--- config.mk ---
export PLATFORM = sky130hd
export DESIGN_NAME = risc4_sequencer
export DESIGN_NICKNAME = d
export VERILOG_FILES = /design/src/rtl/risc4_pkg.sv /design/src/rtl/risc4_decoder.sv /design/src/rtl/risc4_sequencer.sv
export SDC_FILE = /design/constraint.sdc
export NUM_CORES = 1
export LEC_CHECK = 0
export ABC_CLOCK_PERIOD_IN_PS = 1900
export CELL_PAD_IN_SITES_DETAIL_PLACEMENT = 1
export CELL_PAD_IN_SITES_GLOBAL_PLACEMENT = 1
export CORE_AREA = 2 2 56 58
export DETAILED_ROUTE_END_ITERATION = 10
export DIE_AREA = 0 0 58 60
export PLACE_DENSITY = 0.84
export REMOVE_ABC_BUFFERS = 1
export SYNTH_ARGS = -nofsm -noshare
export SYNTH_HDL_FRONTEND = slang
export SYNTH_SLANG_ARGS = --single-unit
--- constraint.sdc ---
create_clock -name clk -period 1.9 [get_ports clk]
set_input_delay 0.57 -clock clk [delete_from_list [all_inputs] [get_ports clk]]
set_output_delay 0.57 -clock clk [all_outputs]
set_load 0.02 [all_outputs]
--- src/rtl/risc4_pkg.sv ---
// Shared types and constants for the 4-bit-PC RISC sequencer: opcodes, FSM states,
// ALU op encodings, instruction field positions and decoded op classes.
package risc4_pkg;

   typedef enum logic [2:0] {
      OP_ADD  = 3'b000,
      OP_SUB  = 3'b001,
      OP_AND  = 3'b010,
      OP_OR   = 3'b011,
      OP_MOV  = 3'b100,
      OP_BZ   = 3'b101,
      OP_NOP  = 3'b110,
      OP_HALT = 3'b111
   } opcode_e;

   typedef enum logic [2:0] {
      ST_IDLE,
      ST_FETCH,
      ST_DECODE,
      ST_EXEC,
      ST_WB,
      ST_HALTED
   } state_e;

   typedef enum logic [1:0] {
      CLS_ALU,
      CLS_BRANCH,
      CLS_NOP,
      CLS_HALT
   } op_class_e;

   localparam logic [1:0] ALU_ADD = 2'b00;
   localparam logic [1:0] ALU_SUB = 2'b01;
   localparam logic [1:0] ALU_AND = 2'b10;
   localparam logic [1:0] ALU_OR  = 2'b11;

   localparam int OPC_LSB = 5;
   localparam int RD_LSB  = 2;
   localparam int RS_LSB  = 0;
   localparam int TGT_LSB = 0;

endpackage

--- src/rtl/risc4_decoder.sv ---
// Combinational instruction decoder. Opcode 101 decodes as a branch only when
// RISC4_SEQ_BRANCH_EN is defined; otherwise it is treated as a NOP.
module risc4_decoder
   import risc4_pkg::*;
(
   input  logic [7:0] ir,
   output op_class_e  op_class,
   output logic [1:0] alu_op,
   output logic [1:0] rd,
   output logic [1:0] rs,
   output logic [1:0] raddr_a,
   output logic [1:0] raddr_b,
   output logic [3:0] target
);

   opcode_e opcode;

   assign opcode  = opcode_e'(ir[OPC_LSB +: 3]);
   assign rd      = ir[RD_LSB +: 2];
   assign rs      = ir[RS_LSB +: 2];
   assign target  = ir[TGT_LSB +: 4];
   assign raddr_b = rs;

   // MOV is realised as rs OR rs, so port A is steered to rs as well.
   always_comb begin
      op_class = CLS_NOP;
      alu_op   = ALU_ADD;
      raddr_a  = rd;
      case (opcode)
         OP_ADD:  begin op_class = CLS_ALU; alu_op = ALU_ADD; end
         OP_SUB:  begin op_class = CLS_ALU; alu_op = ALU_SUB; end
         OP_AND:  begin op_class = CLS_ALU; alu_op = ALU_AND; end
         OP_OR:   begin op_class = CLS_ALU; alu_op = ALU_OR;  end
         OP_MOV:  begin op_class = CLS_ALU; alu_op = ALU_OR; raddr_a = rs; end
`ifdef RISC4_SEQ_BRANCH_EN
         OP_BZ:   op_class = CLS_BRANCH;
`else
         OP_BZ:   op_class = CLS_NOP;
`endif
         OP_NOP:  op_class = CLS_NOP;
         OP_HALT: op_class = CLS_HALT;
         default: op_class = CLS_NOP;
      endcase
   end

endmodule

--- src/rtl/risc4_sequencer.sv ---
// Multi-cycle fetch/decode/exec/writeback sequencer for a tiny 4-register RISC.
// Define RISC4_SEQ_BRANCH_EN to enable BZ and the zero-flag register.
module risc4_sequencer
   import risc4_pkg::*;
#(
   parameter int              PC_W     = 4,
   parameter logic [PC_W-1:0] RESET_PC = '0
) (
   input  logic            clk,
   input  logic            reset,
   input  logic            start,
   output logic            imem_req,
   output logic [PC_W-1:0] imem_addr,
   input  logic            imem_valid,
   input  logic [7:0]      imem_data,
   output logic [1:0]      rf_raddr_a,
   output logic [1:0]      rf_raddr_b,
   output logic [1:0]      alu_op,
   output logic            alu_en,
   input  logic            alu_zero,
   output logic            rf_we,
   output logic [1:0]      rf_waddr,
   output logic            busy,
   output logic            halted,
   output logic            retire
);

   state_e          state_q, state_d;
   logic [PC_W-1:0] pc_q, pc_d, pc_inc;
   logic [7:0]      ir_q;
   op_class_e       op_class;
   logic [1:0]      rd, rs;
   logic [3:0]      target;

   risc4_decoder u_decoder (
      .ir       (ir_q),
      .op_class (op_class),
      .alu_op   (alu_op),
      .rd       (rd),
      .rs       (rs),
      .raddr_a  (rf_raddr_a),
      .raddr_b  (rf_raddr_b),
      .target   (target)
   );

   assign pc_inc    = pc_q + PC_W'(1);
   assign imem_addr = pc_q;
   assign rf_waddr  = rd;

`ifdef RISC4_SEQ_BRANCH_EN
   logic zero_q;

   always_ff @(posedge clk) begin
      if (reset)
         zero_q <= 1'b0;
      else if (state_q == ST_WB)
         zero_q <= alu_zero;
   end
`endif

   always_ff @(posedge clk) begin
      if (reset) begin
         state_q <= ST_IDLE;
         pc_q    <= RESET_PC;
         ir_q    <= '0;
      end else begin
         state_q <= state_d;
         pc_q    <= pc_d;
         if (state_q == ST_FETCH && imem_valid)
            ir_q <= imem_data;
      end
   end

   always_comb begin
      state_d = state_q;
      pc_d    = pc_q;
      case (state_q)
         ST_IDLE:   if (start) state_d = ST_FETCH;
         ST_FETCH:  if (imem_valid) state_d = ST_DECODE;
         ST_DECODE: begin
            case (op_class)
               CLS_ALU, CLS_BRANCH: state_d = ST_EXEC;
               CLS_HALT:            state_d = ST_HALTED;
               default: begin
                  state_d = ST_FETCH;
                  pc_d    = pc_inc;
               end
            endcase
         end
         ST_EXEC: begin
            if (op_class == CLS_BRANCH) begin
               state_d = ST_FETCH;
`ifdef RISC4_SEQ_BRANCH_EN
               pc_d    = zero_q ? PC_W'(target) : pc_inc;
`else
               pc_d    = pc_inc;
`endif
            end else begin
               state_d = ST_WB;
            end
         end
         ST_WB: begin
            state_d = ST_FETCH;
            pc_d    = pc_inc;
         end
         ST_HALTED: state_d = ST_HALTED;
         default:   state_d = ST_IDLE;
      endcase
   end

   always_comb begin
      imem_req = (state_q == ST_FETCH);
      alu_en   = (state_q == ST_EXEC);
      rf_we    = (state_q == ST_WB);
      busy     = (state_q != ST_IDLE) && (state_q != ST_HALTED);
      halted   = (state_q == ST_HALTED);
      retire   = (state_q == ST_WB)
              || (state_q == ST_EXEC && op_class == CLS_BRANCH)
              || (state_q == ST_DECODE && (op_class == CLS_NOP || op_class == CLS_HALT));
   end

endmodule

After elaboration in Yosys (flattened, before gate mapping)
Index checks and enable logic that the tools add are counted. W data, S select, Z words.

$add $sub $neg: 1. Equality and inequality tests: 20. Multiplexer cells: 11. Reduce and logical (&&, ||, !) cells: 19.

Operators with widths (number): $eq A3 B3 Y1 const B (6); $pmux W3 S6 (1); $eq A3 B2 Y1 const B (4); $pmux W2 S3 (2); $pmux W4 S3 (1); $mux W3 (3); $mux W4 (2); $eq A3 B1 Y1 const B (2); $logic_not A3 Y1 (2); $pmux W3 S2 (1); $reduce_bool A3 Y1 (2); $reduce_or A2 Y1 (3); $reduce_or A5 Y1 (1); $add A4 B1 Y4 const B (1); $eq A2 B2 Y1 const B (2); $logic_and A1 B1 Y1 (4); $ne A2 B1 Y1 const B (2); $ne A2 B2 Y1 const B (2); $logic_or A1 B1 Y1 (3); $ne A3 B3 Y1 const B (1); $reduce_and A3 Y1 (1); $reduce_or A3 Y1 (1); $eq A2 B1 Y1 const B (1); $logic_not A2 Y1 (1); 2 further kinds (2).

Register bits: 15. Bits of input ports: 13. Output and inout bits: 18.

Logic depth before layout (Yosys ltp)
Depth in word-level cells: 7. Mapped depth: 5. Gate-level depth less buffers: 4.

Cells and area by module
Synthesis repeated with hierarchy kept, for this count alone.

Cell total of the unflattened synthesis: 114. Area, all modules: 993.5 sq um.

Modules (own cells, without submodules): risc4_sequencer (times used 1, cells each 94, area each 835.8 sq um, seq. area each 300.3 sq um); risc4_decoder (times used 1, cells each 20, area each 157.7 sq um, seq. area each 0.0 sq um).

Worst setup path after synthesis
No wires, ideal clock.

Path type: register -> output. Start point: register state_q[0]. End point: output imem_req. Arrival time: 1208 ps. Path slack: 122 ps. Stages on the path, launching flop included: 3. Path buffers: 1. Cell sequence: dfxtp_1 -> clkbuf_1 -> nor3b_1.

Word-level cells in the longest chain between the ends: 1.

Ends and longest elaborated chain: start, declared (RTL line risc4_sequencer.sv:28) `state_e state_q, state_d;`; start signal, assigned (RTL line risc4_sequencer.sv:67) `state_q <= state_d;`; $eq A3 B1 Y1 (RTL line risc4_sequencer.sv:112) `imem_req = (state_q == ST_FETCH);`; end, declared (RTL line risc4_sequencer.sv:12) `output logic imem_req,`.

No other way between the ends.

Final worst setup path
Start point: register ir_q[5]. End point: output rf_raddr_a[0].

Word-level cells in the longest chain between the ends: 2.

Ends and longest elaborated chain: start, declared (RTL line risc4_sequencer.sv:30) `logic [7:0] ir_q;`; start signal, assigned (RTL line risc4_sequencer.sv:70) `ir_q <= imem_data;`; $eq A3 B3 Y1 (RTL line risc4_decoder.sv:29) `case (opcode)`; $mux W2 (RTL line risc4_decoder.sv:29); end, declared (RTL line risc4_sequencer.sv:16) `output logic [1:0] rf_raddr_a,`.

No other way between the ends.

==> results <==
## path summary, 6_finish.rpt
check                                endpoint  cells past startpoint  slack (ns)
worst max-delay path            rf_raddr_a[0]                      4        0.05
worst min-delay path             imem_addr[1]                      2        0.51
worst max register to register   imem_addr[2]                      4        0.30
worst min register to register   imem_addr[1]                      2        0.51
## worst min-delay path, cell delays in order (launching register included)
cell     delay, ns
dfxtp_1       0.35
nand2_1       0.06
mux2i_1       0.06
## registers in the layout, summed over array words and instances (netlist names)
signal / count
state_q: 3
imem_addr: 4
ir_q: 7
## per-stage QoR
step / hold slack, ns / setup WS, ns
6_report: 0.514 / 0.0530
5_1_grt: 0.544 / 0.000535
4_1_cts: 0.517 / 0.00634
3_5_place_dp: 0.497 / -0.170
3_3_place_gp: 0.485 / -0.100
2_1_floorplan: 0.542 / -0.191
## cells by family after synthesis
logic type      after synthesis  share of synthesized area [%]
simple gates                 38                           26.7
xor+xnor                      1                           1.08
buf+inv                      13                           8.14
fa+ha+maj                     1                           1.54
mux                          11                           14.0
compound gates               16                           14.1
flops                        14                           34.4
## power by group through the flow
stage	Sequential, mW	Combinational, mW	Clock (mW)
3_5_place_dp	0.330	0.193	0
3_3_place_gp	0.328	0.185	0
2_1_floorplan	0.343	0.0731	0
6_report	0.324	0.179	0.220
5_1_grt	0.327	0.193	0.242
4_1_cts	0.325	0.184	0.230
## cell type report
type / count / area, sq um
fill: 358 / 1670
multi-input combinational: 67 / 484
timing repair buffer: 44 / 367
sequential: 14 / 288
tap: 33 / 41.3
clock buffer: 4 / 36.3
inverter: 4 / 15.0
## timing repair
| action | CTS | global route |
|---|---|---|
| hold buffers | 0 | 0 |
| endpoints found under the setup margin | 12 | 12 |
| gates resized for setup | 39 | 14 |
| gates cloned | 0 | 0 |
| pin swaps | 0 | 2 |
## cells in the final DEF, fill, tap and decap left out, types with 2 or more instances in the layout
| cell type | Yosys | layout |
|---|---|---|
| buf_2 | 2 | 4 |
| buf_4 | 4 | 18 |
| clkbuf_2 | 0 | 3 |
| clkbuf_4 | 0 | 3 |
| clkdlybuf4s50_1 | 0 | 12 |
| dfxtp_1 | 14 | 10 |
| dfxtp_2 | 0 | 3 |
| dlygate4sd2_1 | 0 | 3 |
| dlymetal6s2s_1 | 0 | 4 |
| inv_1 | 4 | 4 |
| mux2_2 | 3 | 3 |
| mux2i_1 | 8 | 8 |
| nand2_1 | 4 | 3 |
| nand3b_1 | 3 | 3 |
| nor2_1 | 14 | 13 |
| nor2b_1 | 2 | 2 |
| nor3b_1 | 2 | 2 |
| o21a_1 | 2 | 2 |
| o21ai_0 | 3 | 3 |
| o21bai_1 | 2 | 2 |
| or4_1 | 2 | 2 |
| or4b_2 | 2 | 2 |
## routing by layer
metal | vias up | part of all wire, % | global-route usage [%]
met2 | 24 | 50 | 26.1
met3 | 4 | 5.6 | 2.60
met1 | 382 | 44 | 17.9
li1 | 410 | - | -
met5 | - | 0 | 0
met4 | 0 | 0.80 | 3.99
==> metrics <==
TritonRoute pass-1 iters 4; crit path cell chain nor2_4, nand2_2, mux2_2, buf_2; Setup crit start kind flip-flop; post-DP HPWL about 1900 um; Top Family by Delay on Critical Path flip-flops; Pwr per Cell Area 587 nW/um^2; Chip Width 58 um; GP Congestion roughly 0.73; Hold Crit Start imem_addr[1]; Seq/Total Area, Yosys 34.4%; critical path class flip-flop to primary output; clock skew 0.00193 ns; worst flop-to-flop path startpoint ir_q[5]; crit-path max cell delay 0.38 ns; EDFF count, synth 0; critical path startpoint ir_q[5]; CP bufs+invs 1; Detail Route Antenna Nets 0; Synth cell types 37; largest net degree at the start of global routing 14; All-Layer GR Usage 14.6%; max-slew violations 0; Mean Syn Cell Area 8.67 sq um; Tot Pwr 722 uW; total congestion overflow 0; Tmin final 1.85 ns; clock power share 30.4%; first-pass GRT wire length 3950 um; Vias between 800 and 900; final setup TNS 0 ns; worst skew pair latency 0.28 ns; post-CTS setup buffer count 0; worst-margin pin slew 0.405 ns; cell count after synthesis 94; Sw Ratio 28.6%; Initial Util 28.1%; clock root cell clkbuf_4; iteration-0 DRC count of the detailed router 16; Max-slew headroom 72.8%; Residual DRC 0; final net count 148; fin cells around 170; Placed Cells approximately 160; design area between 1000 and 1500 sq um; top achievable clock speed approximately 540 MHz; Final Hold Viols 0; final core occ a little over two fifths; Area Growth Syn to Fin 51.2%; Post-Route WL between 2000 and 2500 um; area share of the largest cell type after synthesis 34.4%; fin crit share 97.2%; status completed; YS warnings 0; Cell Area, Synth 815 sq um; FP Rows 20; vias in the first global route 862; via/cell ratio 4.94; clk sinks 14; Net Switching 207 uW; ys flop type dfxtp_1; WL/cell roughly 14 um; Flop pwr share 44.8%; number of synthesized register bits 14; worst path required time 1.33 ns; commonest cells in the netlist 14 x dfxtp_1, 14 x nor2_1, 8 x mux2i_1; Post-DP Area 1210 sq um; TritonCTS buffer count 3; Reg clk slew, reported paths roughly 0.09 ns; CP endpoint kind primary output; Max Cap Viol 0; Critical Path AT between 1 and 1.5 ns; Crit-path slowest cell dfxtp_4; final setup fails 0; Hold WC Path Type flip-flop to flip-flop; Post-synth ARST share 0%; internal power approximately 520 uW; core footprint 2900 sq um; CTS H-tree lvls 1; Die Height 60 um; Clock Path Buffers 2; initial antenna violation count 0; Die ar. 3480 sq um; Boundary Pins 31; share of layout cells above drive strength 1 a little under a third; CP Max Fanout 4; leakage power roughly 0.6 nW; CTS tree done; area leader, netlist dfxtp_1; RSZ-0062 raised after global routing no; Comb power frac between 20% and 30%; maximum vdd drop approximately 340 uV; synth top area cells dfxtp_1 34%, mux2i_1 9.8%, nor2_1 6.5%; antenna cells 0; IO buf count 28
Power figures use the tool's default switching activity.
==> patch: new RTL, same flow settings <==
Build with the macro `RISC4_SEQ_BRANCH_EN` defined.
--- a/src/rtl/risc4_decoder.sv
+++ b/src/rtl/risc4_decoder.sv
@@ -2,2 +2,4 @@
 // RISC4_SEQ_BRANCH_EN is defined; otherwise it is treated as a NOP.
+`define RISC4_SEQ_BRANCH_EN
+
 module risc4_decoder
Formal check against the unedited RTL: not equivalent (Yosys sat finds a counterexample within 4 cycles, from zero or initial values and one cycle with reset high).
==> patch against the original RTL <==
  * Wire length increased by 33%
  * Final area grew 16%
  * Area after synthesis up 16%
  * Sequential cell count rose by 1
  * Total power rose by 6.4%
  * Non-clock buffer count up 11
  * Via count is 31% higher
  * Worst setup slack lost 0.042 ns
  * Global-route usage rose by 5.5 points
  * Maximum frequency down 2.2%
  * Critical path type unchanged
  * Critical endpoint unchanged
  * Largest power group unchanged
  * Highest routed layer unchanged
==> patch: results <==
[layout]
comb.multi_input.count = 89
buffer_area_share_pct = 32.60
post_route_cells_drive_above_1_share_pct = 33.73
clock_area_share_pct = 1.923
multi_input_area_sq_um = 576.8
seq_area_sq_um = 307.8
fin_nets = 181
signal_buffers = 55

[detailed_routing]
num_vias = 1075
wl_met2_mm = 1.659
m1WireLength_mm = 1.370

[global_routing]
use_met1_pct = 24.93
grt_util_met2_pct = 36.04
grt_pass1_wl_mm = 5.326

[placement]
dpl.cell_count = 195
place_hpwl_mm = 2.360
pre_cts_ws_ns = -0.2255
gp_congestion = 0.8188

[logic_synthesis]
synthTopCellsByArea = "dfxtp_1 (32%), mux2i_1 (6.4%), nor2_1 (6.0%)"
yosys.area_share.xor_xnor_pct = 0
yosysSeqAreaShare_pct = 31.79

[sta]
setup_ws_ns = 0.01116
skew_ns = 0.003638
fin_hold_ws_ns = 0.5068

[power]
power_switching_uw = 244.2
pwr-share-seq_pct = 44.4
comb_power_share_pct = 29.7

[worst_setup_path]
cp_slowest_cell = "dfxtp_2"
rrSetupSlack_ns = 0.22
r2r_start = "state_q[1]$_SDFFE_PP0P_"
reg2reg_depth = 5

[outcome]
status = "finished clean"
patch: cell count changes after synthesis, moves of 3 or more:
cell,before,now
a21oi_1,1,8
nand2_1,4,12
nand2b_1,1,6
o21ai_0,3,6
patch: how the worst max path moves through the flow:
stage | end | start | cells past startpoint
final | rf_raddr_a[0] | ir_q[7]$_SDFFE_PP0P_ | 5
after global routing | retire | state_q[2]$_SDFFE_PP0P_ | 4
after CTS | rf_waddr[1] | ir_q[3]$_SDFFE_PP0P_ | 1
after global placement | retire | state_q[1]$_SDFFE_PP0P_ | 4
after floorplan | retire | state_q[1]$_SDFFE_PP0P_ | 3
after detailed placement | rf_raddr_a[0] | ir_q[7]$_SDFFE_PP0P_ | 5
patch: repair_timing:
| action | CTS | global route |
|---|---|---|
| gates resized for setup | 46 | 19 |
| gates cloned | 0 | 0 |
| buffers inserted | 0 | 0 |
| setup endpoints to repair | 12 | 16 |
